**src/rtl/alu_op_issuer.sv**
```systemverilog
// alu_op_issuer: issue-side controller for the 32-bit ALU.
// Accepts funct/operands over valid/ready, drives the ALU bus, returns the
// registered result over a valid/ready response. Adds a multi-cycle
// shift-add MULTU into HI/LO with MFHI/MFLO readback.
// Optional feature macro: ALU_ISSUER_SIGNED_MULT_EN adds signed MULT (funct 24)
// through magnitude multiply plus a final FIX negation cycle.
module alu_op_issuer #(
  parameter int DATA_W    = 32,
  parameter int MUL_STEPS = 32
) (
  input  logic              clk,
  input  logic              reset,
  input  logic              in_valid,
  output logic              in_ready,
  input  logic [5:0]        funct,
  input  logic [DATA_W-1:0] op_a,
  input  logic [DATA_W-1:0] op_b,
  output logic [5:0]        alu_signal,
  output logic [DATA_W-1:0] alu_a,
  output logic [DATA_W-1:0] alu_b,
  input  logic [DATA_W-1:0] alu_result,
  output logic              out_valid,
  input  logic              out_ready,
  output logic [DATA_W-1:0] out_data,
  output logic              out_err,
  output logic              busy
);

  localparam int CNT_W = $clog2(MUL_STEPS);

  localparam logic [5:0] F_ADD   = 6'd32;
  localparam logic [5:0] F_SUB   = 6'd34;
  localparam logic [5:0] F_AND   = 6'd36;
  localparam logic [5:0] F_OR    = 6'd37;
  localparam logic [5:0] F_SLT   = 6'd42;
  localparam logic [5:0] F_MULTU = 6'd25;
  localparam logic [5:0] F_MFHI  = 6'd16;
  localparam logic [5:0] F_MFLO  = 6'd18;
`ifdef ALU_ISSUER_SIGNED_MULT_EN
  localparam logic [5:0] F_MULT  = 6'd24;
`endif

  typedef enum logic [2:0] {
    S_IDLE,
    S_EXEC,
    S_MUL,
`ifdef ALU_ISSUER_SIGNED_MULT_EN
    S_FIX,
`endif
    S_RESP
  } state_t;

  state_t            state;
  logic [DATA_W-1:0] hi;
  logic [DATA_W-1:0] lo;
  logic [DATA_W-1:0] mcand;
  logic [CNT_W-1:0]  count;
  logic [DATA_W:0]   mul_sum;
`ifdef ALU_ISSUER_SIGNED_MULT_EN
  logic              sign_flag;
  logic              is_signed;

  // Magnitude of a two's complement operand; the most negative value maps to
  // its unsigned magnitude, which the unsigned multiplier handles exactly.
  function automatic logic [DATA_W-1:0] abs_val(input logic signed [DATA_W-1:0] v);
    return v[DATA_W-1] ? (~v + DATA_W'(1)) : v;
  endfunction

  // 64-bit two's complement negation of the {HI, LO} product.
  function automatic logic [2*DATA_W-1:0] neg2(input logic [2*DATA_W-1:0] v);
    return ~v + (2*DATA_W)'(1);
  endfunction
`endif

  // Shift-add partial sum: add the multiplicand into HI when the LO bit shifted out is set.
  always_comb begin
    mul_sum = {1'b0, hi} + {1'b0, (lo[0] ? mcand : {DATA_W{1'b0}})};
  end

  // Issuer FSM with registered handshake, ALU bus and HI/LO state.
  always_ff @(posedge clk or negedge reset) begin
    if (!reset) begin
      state      <= S_IDLE;
      in_ready   <= 1'b1;
      out_valid  <= 1'b0;
      out_data   <= '0;
      out_err    <= 1'b0;
      busy       <= 1'b0;
      alu_signal <= '0;
      alu_a      <= '0;
      alu_b      <= '0;
      hi         <= '0;
      lo         <= '0;
      mcand      <= '0;
      count      <= '0;
`ifdef ALU_ISSUER_SIGNED_MULT_EN
      sign_flag  <= 1'b0;
      is_signed  <= 1'b0;
`endif
    end else begin
      case (state)
        S_IDLE: begin
          if (in_valid) begin
            in_ready <= 1'b0;
            case (funct)
              F_ADD, F_SUB, F_AND, F_OR, F_SLT: begin
                alu_signal <= funct;
                alu_a      <= op_a;
                alu_b      <= op_b;
                state      <= S_EXEC;
              end
              F_MULTU: begin
                mcand     <= op_a;
                lo        <= op_b;
                hi        <= '0;
                count     <= '0;
                busy      <= 1'b1;
`ifdef ALU_ISSUER_SIGNED_MULT_EN
                is_signed <= 1'b0;
                sign_flag <= 1'b0;
`endif
                state     <= S_MUL;
              end
`ifdef ALU_ISSUER_SIGNED_MULT_EN
              F_MULT: begin
                mcand     <= abs_val(op_a);
                lo        <= abs_val(op_b);
                hi        <= '0;
                count     <= '0;
                busy      <= 1'b1;
                is_signed <= 1'b1;
                sign_flag <= op_a[DATA_W-1] ^ op_b[DATA_W-1];
                state     <= S_MUL;
              end
`endif
              F_MFHI: begin
                out_data  <= hi;
                out_valid <= 1'b1;
                state     <= S_RESP;
              end
              F_MFLO: begin
                out_data  <= lo;
                out_valid <= 1'b1;
                state     <= S_RESP;
              end
              default: begin
                out_data  <= '0;
                out_err   <= 1'b1;
                out_valid <= 1'b1;
                state     <= S_RESP;
              end
            endcase
          end
        end
        S_EXEC: begin
          out_data  <= alu_result;
          out_valid <= 1'b1;
          state     <= S_RESP;
        end
        S_MUL: begin
          hi    <= mul_sum[DATA_W:1];
          lo    <= {mul_sum[0], lo[DATA_W-1:1]};
          count <= count + CNT_W'(1);
          if (count == CNT_W'(MUL_STEPS - 1)) begin
            busy     <= 1'b0;
            out_data <= '0;
`ifdef ALU_ISSUER_SIGNED_MULT_EN
            if (is_signed) begin
              state <= S_FIX;
            end else begin
              out_valid <= 1'b1;
              state     <= S_RESP;
            end
`else
            out_valid <= 1'b1;
            state     <= S_RESP;
`endif
          end
        end
`ifdef ALU_ISSUER_SIGNED_MULT_EN
        S_FIX: begin
          if (sign_flag) begin
            {hi, lo} <= neg2({hi, lo});
          end
          out_valid <= 1'b1;
          state     <= S_RESP;
        end
`endif
        S_RESP: begin
          if (out_ready) begin
            out_valid <= 1'b0;
            out_err   <= 1'b0;
            in_ready  <= 1'b1;
            state     <= S_IDLE;
          end
        end
        default: begin
          state <= S_IDLE;
        end
      endcase
    end
  end

endmodule

```
**config.mk**
```make
export PLATFORM = sky130hd
export DESIGN_NAME = alu_op_issuer
export DESIGN_NICKNAME = d
export VERILOG_FILES = /design/src/rtl/alu_op_issuer.sv
export SDC_FILE = /design/constraint.sdc
export NUM_CORES = 1
export LEC_CHECK = 0
export BUFFER_PORTS_ARGS = -buffer_cell sky130_fd_sc_hd__buf_2
export CORE_UTILIZATION = 23
export DETAILED_ROUTE_END_ITERATION = 7
export MAX_ROUTING_LAYER = met4
export SYNTH_ARGS = -nofsm -noshare
export SYNTH_HDL_FRONTEND = slang
export SYNTH_SLANG_ARGS = --single-unit
```
**constraint.sdc**
```tcl
create_clock -name clk -period 2.5 [get_ports clk]
set_input_delay 0.125 -clock clk [delete_from_list [all_inputs] [get_ports clk]]
set_output_delay 0.125 -clock clk [all_outputs]
set_load 0.05 [all_outputs]
```
==> impl_metrics.json <==
{
  "status": "finished, violations left",
  "violations": "setup timing",
  "vias_per_cell": 4.57,
  "syn_area_mm2": 0.0107,
  "crit_chain": "buf_12 -> and2_4 -> ha_4 -> nand3_2 -> and2_4 -> a211o_1 -> nand2_2 -> a31oi_2 -> o21a_1 -> or4_4 -> nand3_2",
  "dr.pass1.iters": 8,
  "die_w_um": 217,
  "worst-endpoint-arrival_ns": 3.15,
  "worst_slew_pin_slew_ns": 0.664,
  "wire_per_inst_um": 17.2,
  "clk_pin_slew_worst_paths_ns": 0.06,
  "drt_iter0_drc": 790,
  "synth_ff_type": "dfrtp_1",
  "core_mm2": 0.0456,
  "ys_warn_count": 0,
  "p_leak_nw": 7.75,
  "insertion_delay_ns": 0.58,
  "rows": 78,
  "syn-num-nets": 1156,
  "cts-root-buf": "clkbuf_16",
  "max_stage_delay_ns": 0.45,
  "post-route-period-util_pct": 106,
  "synth_area_per_cell_um2": 10.6,
  "p_per_area_mw_per_mm2": 966,
  "layout-drive-gt1-share_pct": 41.5,
  "criticalPathCategory": "register to register",
  "r2r_cells": 11,
  "place_area_mm2": 0.0132,
  "cts.path.max_buffers": 3,
  "start_util_pct": 23.4,
  "maxSlewHeadroom_pct": 54.6,
  "slew_viol_final": 0,
  "dp_hpwl_mm": 24.8,
  "cp.buffers_inverters": 1,
  "io_pins": 212,
  "ys_seq_elements": 209,
  "max_freq_mhz": 379,
  "cts-buffers-inserted": 28,
  "grt_usage_pct": 15.0,
  "crit_fanout": 8,
  "fin_skew_ns": 0.0163,
  "ant_nets": 0,
  "grt_max_degree": 73,
  "setup_ws_ns": -0.139,
  "dp_worst_setup_slack_ns": -0.326,
  "die_area_mm2": 0.0472,
  "cp.required_ns": 3.01,
  "hold_class": "input port to async pin",
  "cp-start-kind": "register",
  "grt_pass1_vias": 9466,
  "min_period_ns": 2.64,
  "wl_mm": 35.3,
  "endpoint_kind": "register",
  "rsz0062_at_grt": "yes",
  "syn_to_final_growth_pct": 50.7,
  "timing_hold_violations_final": 0,
  "path_delay_family": "simple AND/OR/NAND/NOR gates",
  "port_buffers": 211,
  "async_reset_ff_share_pct": 100,
  "route.detailed.drc": 0,
  "grt_pass1_wl_mm": 54.0,
  "ys_types": 67,
  "cp_slowest_cell": "dfrtp_2",
  "setup_violations": 11,
  "ir_drop_mv": 0.791,
  "design_area_mm2": 0.0161,
  "worstReg2RegStart": "lo[0]",
  "place.gp.congestion": 0.862,
  "num_vias": 9348,
  "overflow": 0,
  "num_antenna_cells": 0,
  "r2r-end": "hi[30]",
  "htree_levels": 1,
  "fin_nets": 1570,
  "r2r_slack_ns": -0.14,
  "final_core_util_pct": 35.3,
  "seq_area_frac_synth_pct": 49.0,
  "setup_tns_ns": -0.602,
  "die_h_um": 217,
  "cap_violations": 0,
  "numClockSinks": 209,
  "antenna_found_initial": 0,
  "synthCells": 1010,
  "synth_edf_count": 0,
  "cts_tree": "done"
}
-- cells by family after synthesis --
| group | after synthesis | synth area share (%) |
|---|---|---|
| buffers and inverters | 111 | 4.38 |
| XOR/XNOR | 26 | 2.14 |
| multiplexers | 136 | 13.9 |
| flip-flops | 209 | 49.0 |
| AO/OA/AOI/OAI | 243 | 14.5 |
| adder cells (fa/ha/maj) | 40 | 4.76 |
| AND/OR/NAND/NOR | 245 | 11.3 |
-- cell usage after synthesis, drive strengths merged (2+ instances only) --
master	instances	area, µm²
a21oi	113	566
nand4	14	87.6
o21a	3	22.5
o31ai	4	30.0
dfrtp	208	5200
xnor2	12	105
mux2	100	1130
a21o	13	97.6
and2	36	225
nor4	2	12.5
nand3	15	87.6
inv	50	188
clkbuf	31	116
nand2	62	238
o21ba	2	20.0
o21bai	5	37.5
buf	30	163
a31oi	5	31.3
a222oi	31	310
mux2i	36	360
nor2	81	307
nor2b	3	18.8
or3	6	37.5
o21ai	42	225
xor2	14	123
nor3	6	46.3
and3	6	37.5
o22ai	2	12.5
a21boi	4	30.0
o211ai	5	37.5
nand2b	9	63.8
ha	39	488
-- power breakdown --
group	internal [mW]	switching, mW
registers	4.33	0.475
clock network	2.67	1.60
logic	1.79	4.65
total	8.79	6.73
-- registers in the layout, summed over array words and instances, names as in the netlist --
register    flops
out_data       32
hi             32
state           2
alu_b          32
out_err         1
lo             32
alu_a          32
out_valid       1
mcand          32
alu_signal      6
busy            1
count           5
in_ready        1
-- per-stage QoR --
| step | std cells | hold WS [ns] | power (mW) |
|---|---|---|---|
| after floorplan | 1010 | -0.171 | 9.40 |
| after global placement | 1870 | 0.0374 | 11.0 |
| after detailed placement | 1870 | 0.0387 | 11.1 |
| after CTS | 2038 | 0.00231 | 15.7 |
| after global routing | 2045 | 0.0316 | 16.3 |
| final | 2045 | 0.0283 | 15.5 |
-- routing by layer --
metal  share of wire [%]  global-route usage [%]  up-vias
li1                    -                       -     4454
met1                  47                    20.2     4558
met2                  45                    22.9      284
met3                 5.2                    2.40       52
met4                 2.9                    4.69        0
met5                   0                       -        -
-- what timing repair did --
action,4_1_cts,5_1_grt
cloned,1,1
setup buffers,15,8
endpoints found under the setup margin,17,52
hold buffers,102,0
endpoints found under the hold margin,372,0
pin swaps,46,55
gates resized for setup,87,52
-- area by class of cell --
type                    instances  area (µm²)
clock buffers                  38         808
clock inverters                13         194
well taps                     600         751
fillers                      4467       29500
multi-input cells             691        5670
repair buffers                444        3230
inverters                      50         191
flip-flops and latches        209        5230
-- worst max path at each step --
stage,slack (ns),from,end,cells after the start
after floorplan,-0.03,lo[0],hi[29],13
after global placement,-0.26,lo[0],hi[29],11
after detailed placement,-0.33,lo[0],hi[29],11
after CTS,-0.14,lo[0],hi[28],11
after global routing,-0.25,lo[0],hi[28],12
final,-0.14,lo[0],hi[30],11
-- layout by cell type, fill, tap and decap left out, types with 6 or more instances in the layout --
cell type and count:
mux2_2 100, dfrtp_1 207, clkinv_2 7, nand3_1 10, buf_6 9, ha_1 16, nand2_1 54, nand2b_1 7
xor2_1 14, a21oi_1 97, dlygate4sd3_1 102, and2_4 17, o21ai_1 16, a222oi_1 31, nor2_1 78, mux2i_1 36
ha_4 22, buf_4 112, buf_2 210, a21oi_2 12, o21ai_0 18, and3_1 6, inv_1 48, nand2_2 6
clkbuf_16 28, and2_1 19, xnor2_1 9, buf_12 10, clkbuf_8 7, a21o_1 13, nand4_1 14
Note: power is estimated with default switching activity, not from simulation.
